### src/rtl/triple_reg_scrub.sv
// Triplicated register with bitwise majority vote, single-copy scrubbing,
// saturating error counters, sticky uncorrectable flag and fault injection.
module triple_reg_scrub #(
   parameter int unsigned           IN_WIDTH  = 4,
   parameter int unsigned           CNT_WIDTH = 8,
   parameter bit                    SCRUB_EN  = 1'b1,
   parameter logic [IN_WIDTH-1:0]   RST_VAL   = '0
) (
   input  logic                 clk_i,
   input  logic                 rst_i,
   input  logic                 we_i,
   input  logic [IN_WIDTH-1:0]  din_i,
   input  logic                 inj_en_i,
   input  logic [1:0]           inj_sel_i,
   input  logic [IN_WIDTH-1:0]  inj_mask_i,
   input  logic                 clr_i,
   output logic [IN_WIDTH-1:0]  dout_o,
   output logic                 error1_o,
   output logic                 error2_o,
   output logic [CNT_WIDTH-1:0] err1_cnt_o,
   output logic [CNT_WIDTH-1:0] err2_cnt_o,
   output logic                 err2_sticky_o
);

   localparam logic [CNT_WIDTH-1:0] CNT_MAX = '1;

   logic [IN_WIDTH-1:0]  copy_q [3];
   logic [IN_WIDTH-1:0]  copy_d [3];
   logic [IN_WIDTH-1:0]  vote;
   logic                 eq01;
   logic                 eq12;
   logic                 eq02;
   logic                 any_eq;
   logic                 all_eq;
   logic                 err1;
   logic                 err2;
   logic [CNT_WIDTH-1:0] cnt1_q;
   logic [CNT_WIDTH-1:0] cnt2_q;
   logic                 sticky_q;

   assign eq01   = (copy_q[0] == copy_q[1]);
   assign eq12   = (copy_q[1] == copy_q[2]);
   assign eq02   = (copy_q[0] == copy_q[2]);
   assign any_eq = eq01 | eq12 | eq02;
   assign all_eq = eq01 & eq12;

   // two matching pairs imply the third, so "some but not all" is exactly one pair
   assign err1 = any_eq & ~all_eq;
   assign err2 = ~any_eq;

   assign vote = (copy_q[0] & copy_q[1])
               | (copy_q[1] & copy_q[2])
               | (copy_q[0] & copy_q[2]);

   always_comb begin
      for (int k = 0; k < 3; k++) begin
         copy_d[k] = copy_q[k];
         if (we_i) begin
            copy_d[k] = din_i;
         end else if (inj_en_i && (inj_sel_i == 2'(k))) begin
            copy_d[k] = copy_q[k] ^ inj_mask_i;
         end else if (SCRUB_EN && err1) begin
            copy_d[k] = vote;
         end
      end
   end

   always_ff @(posedge clk_i or posedge rst_i) begin
      if (rst_i) begin
         for (int k = 0; k < 3; k++) begin
            copy_q[k] <= RST_VAL;
         end
      end else begin
         for (int k = 0; k < 3; k++) begin
            copy_q[k] <= copy_d[k];
         end
      end
   end

   // clear wins over a same-cycle increment or sticky set
   always_ff @(posedge clk_i or posedge rst_i) begin
      if (rst_i) begin
         cnt1_q   <= '0;
         cnt2_q   <= '0;
         sticky_q <= 1'b0;
      end else if (clr_i) begin
         cnt1_q   <= '0;
         cnt2_q   <= '0;
         sticky_q <= 1'b0;
      end else begin
         if (err1 && (cnt1_q != CNT_MAX)) begin
            cnt1_q <= cnt1_q + 1'b1;
         end
         if (err2 && (cnt2_q != CNT_MAX)) begin
            cnt2_q <= cnt2_q + 1'b1;
         end
         if (err2) begin
            sticky_q <= 1'b1;
         end
      end
   end

   assign dout_o        = vote;
   assign error1_o      = err1;
   assign error2_o      = err2;
   assign err1_cnt_o    = cnt1_q;
   assign err2_cnt_o    = cnt2_q;
   assign err2_sticky_o = sticky_q;

endmodule

### config.mk
export PLATFORM = sky130hd
export DESIGN_NAME = triple_reg_scrub
export DESIGN_NICKNAME = d
export VERILOG_FILES = /design/src/rtl/triple_reg_scrub.sv
export SDC_FILE = /design/constraint.sdc
export NUM_CORES = 1
export LEC_CHECK = 0
export CAP_MARGIN = 40
export CORE_ASPECT_RATIO = 0.5
export CORE_MARGIN = 2
export CORE_UTILIZATION = 44
export DETAILED_ROUTE_END_ITERATION = 12
export PLACE_DENSITY = 0.72
export SLEW_MARGIN = 25
export SYNTH_ARGS = -nofsm -noshare
export SYNTH_HDL_FRONTEND = slang
export SYNTH_SLANG_ARGS = --single-unit
### constraint.sdc
create_clock -name clk_i -period 2.3 [get_ports clk_i]
set_input_delay 0.46 -clock clk_i [delete_from_list [all_inputs] [get_ports clk_i]]
set_output_delay 0.46 -clock clk_i [all_outputs]
set_load 0.01 [all_outputs]
=== Yosys cells after proc, flatten, opt, wreduce, memory -nomap -nowiden ===
Index checks and enable logic that the tools add are counted.

* Flip-flop bits (word level): 29
* Input bits: 15
* Output and inout port bits: 23
* Word-level logic and storage cells: 54

* $add $sub $neg: 2
* Eq/ne operators: 8
* Mux-type cells: 13
* Bitwise logic cells: 14
* Reduce and logical (&&, ||, !) cells: 11

{| class="wikitable"
|+ Operator list
! operator !! number
|-
| 2-to-1 mux 8 bit || 4
|-
| 2-to-1 mux 4 bit || 7
|-
| adder 8 x 1 -> 8 bit, second input constant || 2
|-
| != test 8 bit, second input constant || 2
|-
| AND 4 bit || 3
|-
| equality test 4 bit || 3
|-
| bitwise XOR 4 bit || 3
|-
| nonzero test 3 bit || 3
|-
| bitwise OR 4 bit || 2
|-
| logical AND 1 bit || 5
|-
| nonzero test 2 bit || 2
|-
| AND 1 bit || 2
|-
| equality test 2 x 1 -> 1 bit, second input constant || 1
|-
| equality test 2 bit, second input constant || 1
|-
| zero test 2 bit || 1
|-
| 2-to-1 mux 1 bit || 2
|-
| != test 2 bit, second input constant || 1
|-
| inverter 1 bit || 2
|-
| bitwise OR 1 bit || 2
|}

=== Longest topological paths before layout ===
* Depth in word-level cells: 7
* Depth in mapped cells: 8
* Gate-level depth less buffers: 6

=== Least setup slack after synthesis ===
No wires, ideal clock.

* Path type: register to register
* Start: register copy_q[0] in the netlist's numbering
* End: register cnt1_q[5] (netlist: err1_cnt_o[5])
* Library setup time: 128 ps
* Arrival time: 2121 ps
* Required time: 2172 ps
* Path slack: 51 ps
* Stages on the path, launching flop included: 9
* Path buffers: 2
* Period minus slack after synthesis: 2249 ps
* Path through: dfrtp_1 -> ha_1 -> nor4_2 -> or3_1 -> buf_6 -> inv_4 -> buf_6 -> nor4_4 -> mux2_1

* Word-level cells in the longest chain between the ends: 6
* Elaborated cells between the ends (all ways): 9
* Classes of those cells: eq/ne (2); bitwise (5); reduce/logical (2)

{| class="wikitable"
|+ RTL lines
! item !! RTL line !! source
|-
| start: declaration || 27 || <nowiki>logic [IN_WIDTH-1:0] copy_q [3];</nowiki>
|-
| start signal: indexed assignment || 75 || <nowiki>copy_q[k] <= copy_d[k];</nowiki>
|-
| equality test 4 bit || 42 || <nowiki>assign eq12 = (copy_q[1] == copy_q[2]);</nowiki>
|-
| bitwise OR 1 bit or AND 1 bit (tied branches) || 44, 45 ||
|-
| bitwise OR 1 bit or inverter 1 bit (tied branches) || 44, 48 ||
|-
| AND 1 bit (*) || 48 || <nowiki>assign err1 = any_eq & ~all_eq;</nowiki>
|-
| logical AND 1 bit (*) || 91 || <nowiki>if (err1 && (cnt1_q != CNT_MAX)) begin</nowiki>
|-
| nonzero test 2 bit (no line) (*) || - ||
|-
| end signal: assignment || 92 || <nowiki>cnt1_q <= cnt1_q + 1'b1;</nowiki>
|-
| end: declaration || 37 || <nowiki>logic [CNT_WIDTH-1:0] cnt1_q;</nowiki>
|}

Every way passes the cells marked *; elsewhere a longest branch is shown, timed or not.
A chain may end at the register's enable or synchronous reset.

=== Final worst setup path ===
* Start: register copy_q[1] in the netlist's numbering
* End: output port error1_o

* Word-level cells in the longest chain between the ends: 4
* Elaborated cells between the ends (all ways): 7
* Classes of those cells: eq/ne (2); bitwise (5)

{| class="wikitable"
|+ RTL lines
! item !! RTL line !! source
|-
| equality test 4 bit || 42 ||
|-
| bitwise OR 1 bit or AND 1 bit (tied branches) || 44, 45 ||
|-
| bitwise OR 1 bit or inverter 1 bit (tied branches) || 44, 48 ||
|-
| AND 1 bit (*) || 48 ||
|-
| end: declaration || 18 || <nowiki>output logic error1_o,</nowiki>
|}

Marks and branches as above.

==> impl_metrics.toml <==
[sta]
setup_viol = 0
setup_tns_ns = 0
slew_violations = 0
max_freq_ghz = 0.439
min_period_ns = 2.28
finalHoldViolCount = 0
period_share = 0.990
hold_slack_ns = 0.516
slew_headroom = 0.678
rsz0062_at_grt = "yes"
tightest_slew_ns = 0.480
finClkSkew_ns = 0.00781
timing.final.ws_setup_ns = 0.0222

[worst_setup_path]
criticalPathCategory = "reg2out"
cp.arrival_ns = 1.82
cp-end-kind = "primary output"
critPathLaunchType = "flip-flop"
cp_max_fo = 4
critPathRequiredTime_ns = 1.84

[placed_design]
finalWeightedCongestion = 0.804
io_buffers = 37
hpwl_um = 3600
post-place-ws_ns = -0.127

[cts]
cts_buffer_depth = 2
cts_htree_levels = 2
numCtsBuffers = 5
cts_tree = "built"
hold_buffers = 0
clk_pin_slew_ns = 0.07
root_buffer = "clkbuf_8"
insertion_delay_ns = 0.28
cts.sink_count = 29

[worst_hold_path]
hold_class = "reg2reg"

[global_route]
antenna_found_initial = 0
first_global_vias = 1712
grt_start_max_net_pins = 30
grt_first_pass_wirelength_um = 8140
grt_usage = 0.204
grt_overflow = 0

[yosys]
synth_top_family_by_area = "simple AND/OR/NAND/NOR gates"
synth_ff_type = "dfrtp_1"
synth_nets = 226
yosysSeqAreaShare = 0.362
synth_xor_area_frac = 0.0524
synth_fa_ha_area_frac = 0.0873
yosys.area_share.simple = 0.185
synth_cell_types = 36
synth_edf_count = 0
synth-seq-cells = 29
synth_area_sq_um = 2010
async_flop_share = 1.00
netlist_instances = 197
yosysWarningCount = 0
synth-compound-area-share = 0.132
muxShareOfSynthArea = 0.150
avgSynthCellArea_sq_um = 10.2

[drt]
drc = 0
drt_iter0_markers = 65
via_count = 1786
wl_per_cell_um = 16.0
first_pass_iters = 4
routed_via_density = 5.62
final_antenna_net_count = 0
wl_um = 5100

[flow_run]
maxCapViolCount = 0

[die]
start_util = 0.458
core_area_sq_um = 4380
die_h_um = 51.8
io_pins = 38
die_w_um = 99.5
rows = 17
die_area_sq_um = 5150

[cells_and_area]
final_cell_mix = "31 x clkdlybuf4s50_1, 29 x dfrtp_1, 25 x buf_4"
mostFrequentLayoutCell = "clkdlybuf4s50_1"
drive_gt1_frac = 0.280
final_nets = 289
area_delta_synth_final_pct = 44.0
n_antenna_cell = 0

[pwr]
peakVddDrop_mv = 0.620
leakagePower_nw = 1.24
total_power_mw = 3.82
power.density_nw_per_um2 = 1320

[status]
status = "completed"
## where the power goes
group          switching [mW]  total [mW]  internal (mW)
clock network           0.200       0.630          0.430
logic                    1.18        2.35           1.17
registers               0.182       0.839          0.657
total                    1.56        3.82           2.26
## cells by family (layout without fill, tap and decap cells)
| group | count (synthesis) | count (layout) |
|---|---|---|
| DFF | 29 | 29 |
| buffers and inverters | 12 | 76 |
| and+or+nand+nor | 59 | 59 |
| muxes | 28 | 28 |
| adders and majority gates | 14 | 14 |
| xor gates and xnor gates | 12 | 12 |
| AOI/OAI and AO/OA | 43 | 43 |
## critical path: stages, from the launching register on
cell,delay [ns]
dfrtp_1,0.41
ha_1,0.34
nor4_4,0.29
buf_4,0.18
and2_4,0.14
nor2_2,0.03
buf_2,0.13
## cells in the mapped netlist (3+ instances only)
cell      instances  area, sq um
nand3_1           8         40.0
mux2i_1          12          120
xor2_1           12          105
a21oi_1          11         55.1
o31ai_1           6         45.0
nor4_1            3         18.8
inv_1             3         11.3
nor2b_1           6         37.5
mux2_2           15          169
nand3b_1          3         22.5
or3_1             7         43.8
nor2_1            8         30.0
dfrtp_1          29          726
o21ai_2           3         26.3
clkbuf_1          5         18.8
o21ai_0          16         80.1
nand2_1           8         30.0
ha_1             14          175
or4_1             6         45.0
## area by class of cell
class	instances	area, sq um
fill	339	1490
multi-input combinational	156	1370
sequential	29	726
timing repair buffer	64	573
tap	57	71.3
clock buffer	5	68.8
clock inverter	3	65.1
inverter	4	17.5
## routing by layer
metal / share of wire / vias up / routed length (um) / track usage
li1: - / 863 / - / -
met1: 0.46 / 874 / 2360 / 0.276
met2: 0.47 / 43 / 2410 / 0.325
met3: 0.051 / 6 / 258 / 0.0578
met4: 0.012 / 0 / 62 / 0.0525
met5: 0 / - / 0 / 0
## metrics by stage
stage,instance area (sq um),instances,utilization
2_1_floorplan,2010,197,-
4_1_cts,2800,318,0.640
3_3_place_gp,2580,307,0.589
6_report,2890,318,0.659
3_5_place_dp,2580,307,0.589
5_1_grt,2890,318,0.659
## sequential cells by signal, indices dropped and copies added (netlist names)
name	flops
err1_cnt_o	8
copy_q	12
err2_cnt_o	8
err2_sticky_o	1
## worst paths after layout
check | cells past startpoint | slack [ns] | endpoint | startpoint
worst min register to register | 2 | 0.52 | err2_sticky_o | err2_sticky_o
worst max register to register | 7 | 0.06 | err2_cnt_o[5] | copy_q[10]
max in group asynchronous | 3 | 1.48 | err1_cnt_o[7] | rst_i
worst min-delay path | 2 | 0.52 | err2_sticky_o | err2_sticky_o
worst max-delay path | 6 | 0.02 | error1_o | copy_q[1]
min in group asynchronous | 3 | 0.55 | err2_sticky_o | rst_i
## what timing repair did
item | in CTS | in global routing
pin swaps | 3 | 2
gates resized for setup | 18 | 15
endpoints found under the setup margin | 18 | 22
setup buffers | 3 | 0
No activity file was read; power rests on OpenSTA's default activity.
